### config.mk
export PLATFORM = sky130hd
export DESIGN_NAME = regfile_write_arbiter_flat
export DESIGN_NICKNAME = d
export VERILOG_FILES = /design/src/rtl/regfile_write_arbiter_if.sv /design/src/rtl/regfile_write_arbiter.sv /design/src/flat_wrapper.sv
export SDC_FILE = /design/constraint.sdc
export NUM_CORES = 1
export LEC_CHECK = 0
export CAP_MARGIN = 20
export CORE_UTILIZATION = 49
export CTS_BUF_LIST = sky130_fd_sc_hd__clkbuf_8
export DETAILED_ROUTE_END_ITERATION = 8
export GPL_TIMING_DRIVEN = 1
export PLACE_DENSITY = 0.89
export RECOVER_POWER = 100
export SKIP_CTS_REPAIR_TIMING = 1
export SLEW_MARGIN = 20
export SYNTH_ARGS = -nofsm -noshare
export SYNTH_HDL_FRONTEND = slang
export SYNTH_SLANG_ARGS = --single-unit
export TNS_END_PERCENT = 5
### constraint.sdc
create_clock -name i_clk -period 11.4 [get_ports i_clk]
set_clock_uncertainty 0.05 [all_clocks]
set_input_delay 2.28 -clock i_clk [delete_from_list [all_inputs] [get_ports i_clk]]
set_output_delay 2.28 -clock i_clk [all_outputs]
set_load 0.05 [all_outputs]
### src/rtl/regfile_write_arbiter_if.sv
// Bundles the writeback-requester handshake and the RegisterFile write port.
// The arbiter uses the slave modport; the surrounding logic uses the master modport.
interface regfile_write_arbiter_if #(
    parameter int NREQ   = 3,
    parameter int ADDR_W = 4,
    parameter int DATA_W = 18
);
    logic [NREQ-1:0]        req_valid;
    logic [NREQ*ADDR_W-1:0] req_addr;
    logic [NREQ*DATA_W-1:0] req_data;
    logic [NREQ-1:0]        req_ready;
    logic                   stall;
    logic [ADDR_W-1:0]      write_addr;
    logic [DATA_W-1:0]      write_data;
    logic                   write_enable;
    logic [2:0]             grant_id;
    logic [2**ADDR_W-1:0]   busy_mask;
    logic [15:0]            write_count;

    modport master (
        output req_valid, req_addr, req_data, stall,
        input  req_ready, write_addr, write_data, write_enable,
               grant_id, busy_mask, write_count
    );

    modport slave (
        input  req_valid, req_addr, req_data, stall,
        output req_ready, write_addr, write_data, write_enable,
               grant_id, busy_mask, write_count
    );
endinterface

### src/rtl/regfile_write_arbiter.sv
// Round-robin arbiter sharing the single RegisterFile write port among NREQ
// writeback requesters; the port is driven from registers one cycle after the handshake.
module regfile_write_arbiter #(
    parameter int NREQ   = 3,
    parameter int ADDR_W = 4,
    parameter int DATA_W = 18
) (
    input  logic                   i_clk,
    input  logic                   i_rst,
    regfile_write_arbiter_if.slave bus
);
    localparam int NREG  = 2 ** ADDR_W;
    localparam int GID_W = 3;

    function automatic logic [NREG-1:0] reg_onehot(input logic [ADDR_W-1:0] addr);
        reg_onehot = {{(NREG-1){1'b0}}, 1'b1} << addr;
    endfunction

    logic [GID_W-1:0]  r_rr_ptr;
    logic [ADDR_W-1:0] r_write_addr;
    logic [DATA_W-1:0] r_write_data;
    logic              r_write_enable;
    logic [GID_W-1:0]  r_grant_id;
    logic [15:0]       r_write_count;

    logic [7:0]        w_valid_ext;
    logic [GID_W:0]    w_sum;
    logic [GID_W-1:0]  w_idx;
    logic              w_hit;
    logic              w_found;
    logic [GID_W-1:0]  w_winner;
    logic              w_grant;
    logic [NREQ-1:0]   w_ready;
    logic [ADDR_W-1:0] w_sel_addr;
    logic [DATA_W-1:0] w_sel_data;
    logic [GID_W-1:0]  w_next_ptr;
    logic [15:0]       w_count_next;
    logic [NREG-1:0]   w_busy;

    // Widened so the search index never exceeds the vector range for any NREQ.
    assign w_valid_ext = 8'(bus.req_valid);

    // Round-robin search: first valid requester at or above r_rr_ptr, wrapping modulo NREQ.
    always_comb begin
        w_sum    = {(GID_W+1){1'b0}};
        w_idx    = {GID_W{1'b0}};
        w_hit    = 1'b0;
        w_found  = 1'b0;
        w_winner = {GID_W{1'b0}};
        for (int k = 0; k < NREQ; k++) begin
            w_sum    = {1'b0, r_rr_ptr} + 4'(k);
            w_idx    = (w_sum >= 4'(NREQ)) ? 3'(w_sum - 4'(NREQ)) : w_sum[GID_W-1:0];
            w_hit    = w_valid_ext[w_idx] && !w_found;
            w_winner = w_hit ? w_idx : w_winner;
            w_found  = w_found || w_hit;
        end
    end

    // Reset and stall both veto the grant; ready is one-hot on the winner only.
    always_comb begin
        w_grant = w_found && !i_rst && !bus.stall;
        w_ready = {NREQ{1'b0}};
        for (int i = 0; i < NREQ; i++) begin
            w_ready[i] = w_grant && (w_winner == GID_W'(i));
        end
    end

    // Mux the winner's address and data onto the capture path.
    always_comb begin
        w_sel_addr = {ADDR_W{1'b0}};
        w_sel_data = {DATA_W{1'b0}};
        for (int i = 0; i < NREQ; i++) begin
            w_sel_addr = (w_winner == GID_W'(i)) ? bus.req_addr[i*ADDR_W +: ADDR_W] : w_sel_addr;
            w_sel_data = (w_winner == GID_W'(i)) ? bus.req_data[i*DATA_W +: DATA_W] : w_sel_data;
        end
    end

    // Pointer advance past the winner and saturating write counter.
    always_comb begin
        w_next_ptr   = (w_winner == GID_W'(NREQ - 1)) ? 3'd0 : (w_winner + 3'd1);
        w_count_next = (r_write_count == 16'hFFFF) ? r_write_count : (r_write_count + 16'd1);
    end

    // Busy: every pending request target plus the register currently on the port.
    always_comb begin
        w_busy = r_write_enable ? reg_onehot(r_write_addr) : {NREG{1'b0}};
        for (int i = 0; i < NREQ; i++) begin
            w_busy = bus.req_valid[i] ? (w_busy | reg_onehot(bus.req_addr[i*ADDR_W +: ADDR_W]))
                                      : w_busy;
        end
    end

    // Port registers: load on a transfer, otherwise drop enable and hold the fields.
    always_ff @(posedge i_clk) begin
        if (i_rst) begin
            r_rr_ptr       <= 3'd0;
            r_write_addr   <= {ADDR_W{1'b0}};
            r_write_data   <= {DATA_W{1'b0}};
            r_write_enable <= 1'b0;
            r_grant_id     <= 3'd0;
            r_write_count  <= 16'd0;
        end else if (w_grant) begin
            r_rr_ptr       <= w_next_ptr;
            r_write_addr   <= w_sel_addr;
            r_write_data   <= w_sel_data;
            r_write_enable <= 1'b1;
            r_grant_id     <= w_winner;
            r_write_count  <= w_count_next;
        end else begin
            r_write_enable <= 1'b0;
        end
    end

    assign bus.req_ready    = w_ready;
    assign bus.write_addr   = r_write_addr;
    assign bus.write_data   = r_write_data;
    assign bus.write_enable = r_write_enable;
    assign bus.grant_id     = r_grant_id;
    assign bus.busy_mask    = w_busy;
    assign bus.write_count  = r_write_count;
endmodule

### src/flat_wrapper.sv
// flat-port wrapper written by rule: the top's interface ports become plain ports
module regfile_write_arbiter_flat 
#(
    parameter int NREQ   = 3,
    parameter int ADDR_W = 4,
    parameter int DATA_W = 18
)
  (i_clk, i_rst, bus_req_valid, bus_req_addr, bus_req_data, bus_stall, bus_req_ready, bus_write_addr, bus_write_data, bus_write_enable, bus_grant_id, bus_busy_mask, bus_write_count);
  regfile_write_arbiter_if #(.NREQ(NREQ), .ADDR_W(ADDR_W), .DATA_W(DATA_W)) bus_i ();
  input  logic i_clk;
  input  logic i_rst;
  input wire logic [$bits(bus_i.req_valid)-1:0] bus_req_valid;
  input wire logic [$bits(bus_i.req_addr)-1:0] bus_req_addr;
  input wire logic [$bits(bus_i.req_data)-1:0] bus_req_data;
  input wire logic [$bits(bus_i.stall)-1:0] bus_stall;
  output wire logic [$bits(bus_i.req_ready)-1:0] bus_req_ready;
  output wire logic [$bits(bus_i.write_addr)-1:0] bus_write_addr;
  output wire logic [$bits(bus_i.write_data)-1:0] bus_write_data;
  output wire logic [$bits(bus_i.write_enable)-1:0] bus_write_enable;
  output wire logic [$bits(bus_i.grant_id)-1:0] bus_grant_id;
  output wire logic [$bits(bus_i.busy_mask)-1:0] bus_busy_mask;
  output wire logic [$bits(bus_i.write_count)-1:0] bus_write_count;
  assign bus_i.req_valid = bus_req_valid;
  assign bus_i.req_addr = bus_req_addr;
  assign bus_i.req_data = bus_req_data;
  assign bus_i.stall = bus_stall;
  assign bus_req_ready = bus_i.req_ready;
  assign bus_write_addr = bus_i.write_addr;
  assign bus_write_data = bus_i.write_data;
  assign bus_write_enable = bus_i.write_enable;
  assign bus_grant_id = bus_i.grant_id;
  assign bus_busy_mask = bus_i.busy_mask;
  assign bus_write_count = bus_i.write_count;
  regfile_write_arbiter #(.NREQ(NREQ), .ADDR_W(ADDR_W), .DATA_W(DATA_W)) u_core (.i_clk(i_clk), .i_rst(i_rst), .bus(bus_i));
endmodule
---- Word level (Yosys, flattened, before mapping) ----
Index checks and enable logic that the tools add are counted.
storage, ports and cells
  flip-flop bits (word level) ............. 45
  output and inout bits ................... 61
operators by class
  $add $sub $neg .......................... 7
  $lt $le $gt $ge ......................... 6
  eq/ne operators ......................... 3
  shift operators ......................... 4
  muxes and demuxes ....................... 24
  bitwise operators ....................... 4
  reductions and logical operators ........ 15
operators by type and width
  kind                                                                   count
  16-bit two-way mux                                                     4
  1-bit by 4-bit left shift with 16-bit output, first input constant     4
  18-bit two-way mux                                                     3
  16-bit OR                                                              3
  3-bit two-way mux                                                      7
  16-bit by 1-bit adder with 16-bit output, second input constant        1
  16-bit == test, second input constant                                  1
  3-bit by 4-bit < comparator with 1-bit output, second input constant   3
  4-bit two-way mux                                                      3
  1-bit binary-select mux with 3-bit select                              3
  3-bit by 2-bit subtractor with 3-bit output, second input constant     3
  4-bit by 2-bit >= comparator with 1-bit output, second input constant  2
  1-bit logical AND                                                      7
  3-bit by 1-bit adder with 4-bit output, second input constant          1
  3-bit by 2-bit adder with 4-bit output, second input constant          1
  1-bit zero test                                                        4
  1-bit two-way mux                                                      4
  3-bit by 1-bit adder with 3-bit output, second input constant          1
  3-bit by 1-bit == test with 1-bit output, second input constant        1
  3-bit by 2-bit == test with 1-bit output, second input constant        1
  3-bit by 2-bit >= comparator with 1-bit output, second input constant  1
  3-bit zero test                                                        1
  1-bit logical OR                                                       2
  2-bit AND reduction                                                    1
  1-bit NOT                                                              1

---- Logic depth before layout (Yosys ltp) ----
  depth in word-level cells ............... 14
  gate-level depth with buffers ........... 14
  gate-level depth less buffers ........... 11

---- Worst setup path before layout ----
Ideal clock, no wire load.
  path type ............................... input to output
  start ................................... input bus_req_valid[1]
  end ..................................... output bus_req_ready[0]
  arrival ................................. 4.501 ns
  required time ........................... 9.070 ns
  setup slack ............................. 4.569 ns
  stages .................................. 8
  path buffers ............................ 2
  cells stage by stage .................... clkbuf_1 -> inv_1 -> a211oi_2 -> or2_1 -> nor2_1 -> a21o_1 -> buf_4 -> nor3_1
between the ends
  cells in the longest elaborated chain, start to end .. 11
ends and longest elaborated chain
  element                                                                             RTL line                     source
  start, declared                                                                     flat_wrapper.sv:12           input wire logic [$bits(bus_i.req_valid)-1:0] bus_req_valid;
  branches (longest 10 deep; another with 1-bit binary-select mux with 3-bit select)  -
  1-bit logical AND *                                                                 regfile_write_arbiter.sv:64  w_ready[i] = w_grant && (w_winner == GID_W'(i));
  end, declared                                                                       flat_wrapper.sv:16           output wire logic [$bits(bus_i.req_ready)-1:0] bus_req_ready;
Every way passes the cells marked *. The select of a mux whose other input is x is not followed.

---- Worst setup path after layout ----
  start ................................... input bus_req_valid[1]
  end ..................................... output bus_req_ready[2]
between the ends
  cells in the longest elaborated chain, start to end .. 11
ends and longest elaborated chain
  element                                                                             RTL line
  branches (longest 10 deep; another with 1-bit binary-select mux with 3-bit select)  -
  1-bit logical AND *                                                                 regfile_write_arbiter.sv:64
Marks and branches as above.

==> impl_metrics.json <==
{
  "r2r-end": "u_core.bus.write_addr[2]",
  "setup-violations-final": 0,
  "crit_path_end": "bus_req_ready[2]",
  "portBuffers": 132,
  "drv_cap": 2,
  "p_leak_nw": 1.88,
  "dieWidth_um": 84.6,
  "rsz0062_at_grt": "no",
  "clockBufferDepth": 2,
  "ir_drop_v": 0.0000951,
  "vias": 4170,
  "grt_pass1_wl_um": 18400,
  "grt_overflow": 0,
  "rows": 29,
  "coreArea_um2": 6460,
  "p_clk_frac": 0.179,
  "hold_viol": 0,
  "grtUsageTotal": 0.316,
  "synth-seq-cells": 45,
  "power.density_nw_per_um2": 140,
  "slew_headroom": -0.652,
  "nets": 639,
  "synth_area_leader_cell": "dfxtp_1",
  "total_power_w": 0.000665,
  "synthArstFlopShare": 0,
  "htreeDepth": 2,
  "arrival_ns": 7.17,
  "die_h_um": 84.6,
  "startpoint_type": "input port",
  "path_clk_slew_ns": 0.09,
  "root_buffer": "clkbuf_8",
  "power_switching_share": 0.460,
  "yosysTopAreaCellShare": 0.269,
  "rr_worst_depth": 11,
  "cts_buffers": 5,
  "avgSynthCellArea_um2": 7.47,
  "internal-power_w": 0.000359,
  "max_freq_mhz": 105,
  "die_area_um2": 7160,
  "r2r_start": "u_core.r_rr_ptr[0]",
  "ys_seq_area_frac": 0.269,
  "num_antenna_cells": 0,
  "initial_core_util": 0.518,
  "critPathKind": "in -> out",
  "synth_cell_types": 62,
  "pin_count": 133,
  "routed_wl_um": 11500,
  "viasPerCell": 6.55,
  "hp-class": "reg -> reg",
  "final_common_cell": "clkdlybuf4s50_1",
  "r2r_slack_ns": 5.86,
  "synth_edf_count": 0,
  "ys.flop_type": "dfxtp_1",
  "p_sw_w": 0.000306,
  "tightest_slew_ns": 2.45,
  "pwr-share-comb": 0.512,
  "antenna_left": 0,
  "clkSinkCount": 45,
  "clk_latency_ns": 0.30,
  "violations": "DRC, capacitance limit, slew limit",
  "tns_ns": 0,
  "cts_tree": "yes",
  "grt_pass1_vias": 3724,
  "syn_to_final_growth_pct": 41.9,
  "fillers": 499,
  "antenna_found_initial": 0,
  "drt_iter0_drc": 495,
  "wl_per_cell_um": 18.0,
  "syn-cell-area_um2": 3340,
  "min_period_ns": 9.50,
  "syn_nets": 528,
  "place.gp.congestion": 1.01,
  "hpwlAfterDp_um": 8600,
  "drt_pass1_iterations": 9,
  "endpoint_kind": "primary output",
  "drc": 7,
  "postSynthCellCount": 448,
  "final_cell_mix": "clkdlybuf4s50_1, dlygate4sd3_1, dfxtp_1",
  "grt_start_max_net_pins": 49,
  "p_seq_frac": 0.309,
  "worstPathMaxFanout": 48,
  "period_share": 0.833,
  "status": "complete, but fails checks",
  "synth_warnings": 0,
  "synth_top_cells_by_area": "dfxtp_1, a211oi_1, o21ai_0, a21oi_1, nand3_1",
  "drive_gt1_frac": 0.0393,
  "worstSetupStartpoint": "bus_req_valid[1]",
  "finalMaxSlewViolations": 30,
  "required_ns": 9.07
}
-- routing by layer --
layer / part of all wire / vias up / wire, um / track usage
met5: 0 / - / 0 / 0
met3: 0.099 / 26 / 1140 / 0.0256
met2: 0.46 / 331 / 5270 / 0.525
met4: 0.021 / 0 / 240 / 0.0832
li1: - / 1930 / - / -
met1: 0.42 / 1883 / 4810 / 0.443
-- cell families after synthesis --
| family | count (synthesis) | share of synthesized area |
|---|---|---|
| buffers and inverters | 64 | 0.0823 |
| XOR/XNOR | 1 | 0.00262 |
| AO/OA/AOI/OAI | 182 | 0.370 |
| multiplexers | 5 | 0.0150 |
| AND/OR/NAND/NOR | 143 | 0.231 |
| adder cells (fa/ha/maj) | 8 | 0.0299 |
| flip-flops | 45 | 0.269 |
-- stage by stage --
step,area (um^2),worst slack (ns),cells,hold WS [ns],utilization
final,4750,1.90,637,0.405,0.735
after global routing,4750,1.60,637,0.425,0.735
after CTS,4750,3.12,637,0.409,0.736
after detailed placement,4640,3.14,629,0.397,0.719
after global placement,4640,3.24,629,0.406,0.719
after floorplan,3340,4.57,448,0.532,-
-- Yosys cell counts (all sizes together) (6+ instances only) --
master,n
a211oi,38
a31oi,8
nand2,28
dfxtp,45
o21ai,44
a21oi,33
clkbuf,19
nor2b,6
buf,12
o31ai,7
and3,8
nor3,9
o221ai,7
inv,33
nor2,21
nand2b,10
ha,8
nand3,28
or4,8
-- worst min path at each step --
| stage | endpoint | cells after the start | startpoint | slack [ns] |
|---|---|---|---|---|
| finish | u_core.bus.grant_id[1] | 2 | u_core.bus.grant_id[1] | 0.41 |
| global route | u_core.bus.grant_id[1] | 2 | u_core.bus.grant_id[1] | 0.43 |
| CTS | u_core.bus.grant_id[1] | 2 | u_core.bus.grant_id[1] | 0.41 |
| detailed placement | u_core.bus.grant_id[1] | 2 | u_core.bus.grant_id[1] | 0.40 |
| global placement | u_core.bus.grant_id[1] | 2 | u_core.bus.grant_id[1] | 0.41 |
| floorplan | u_core.r_rr_ptr[2] | 2 | u_core.r_rr_ptr[2] | 0.53 |
-- cell type report --
type	instances	area, um^2	area share
Multi-Input combinational cell	339	2170	0.457
Timing Repair Buffer	135	1340	0.283
Sequential cell	45	901	0.190
Inverter	33	124	0.0261
Tap cell	77	96.3	0.0203
Clock buffer	5	68.8	0.0145
Clock inverter	3	42.5	0.00896
-- state kept, by name, indices dropped and copies added, names as in the netlist --
signal / count
u_core.bus.write_enable: 1
u_core.bus.write_addr: 4
u_core.bus.write_count: 16
u_core.r_rr_ptr: 3
u_core.bus.grant_id: 3
u_core.bus.write_data: 18
-- power groups by stage --
| stage | Combinational (W) | Clock (W) | Sequential, W |
|---|---|---|---|
| final | 0.000341 | 0.000119 | 0.000205 |
| after detailed placement | 0.000346 | 0 | 0.000208 |
| after global routing | 0.000362 | 0.000125 | 0.000209 |
| after global placement | 0.000340 | 0 | 0.000208 |
| after CTS | 0.000347 | 0.000118 | 0.000205 |
| after floorplan | 0.000162 | 0 | 0.000277 |
-- worst max-delay path: stages --
cell	delay, ns
dlygate4sd3_1	0.68
o2111a_1	0.22
o21ai_0	1.85
a21o_1	0.23
buf_4	0.41
inv_1	0.46
nand2_1	0.22
inv_1	0.06
dlygate4sd3_1	0.76
No activity file was read; power rests on OpenSTA's default activity.
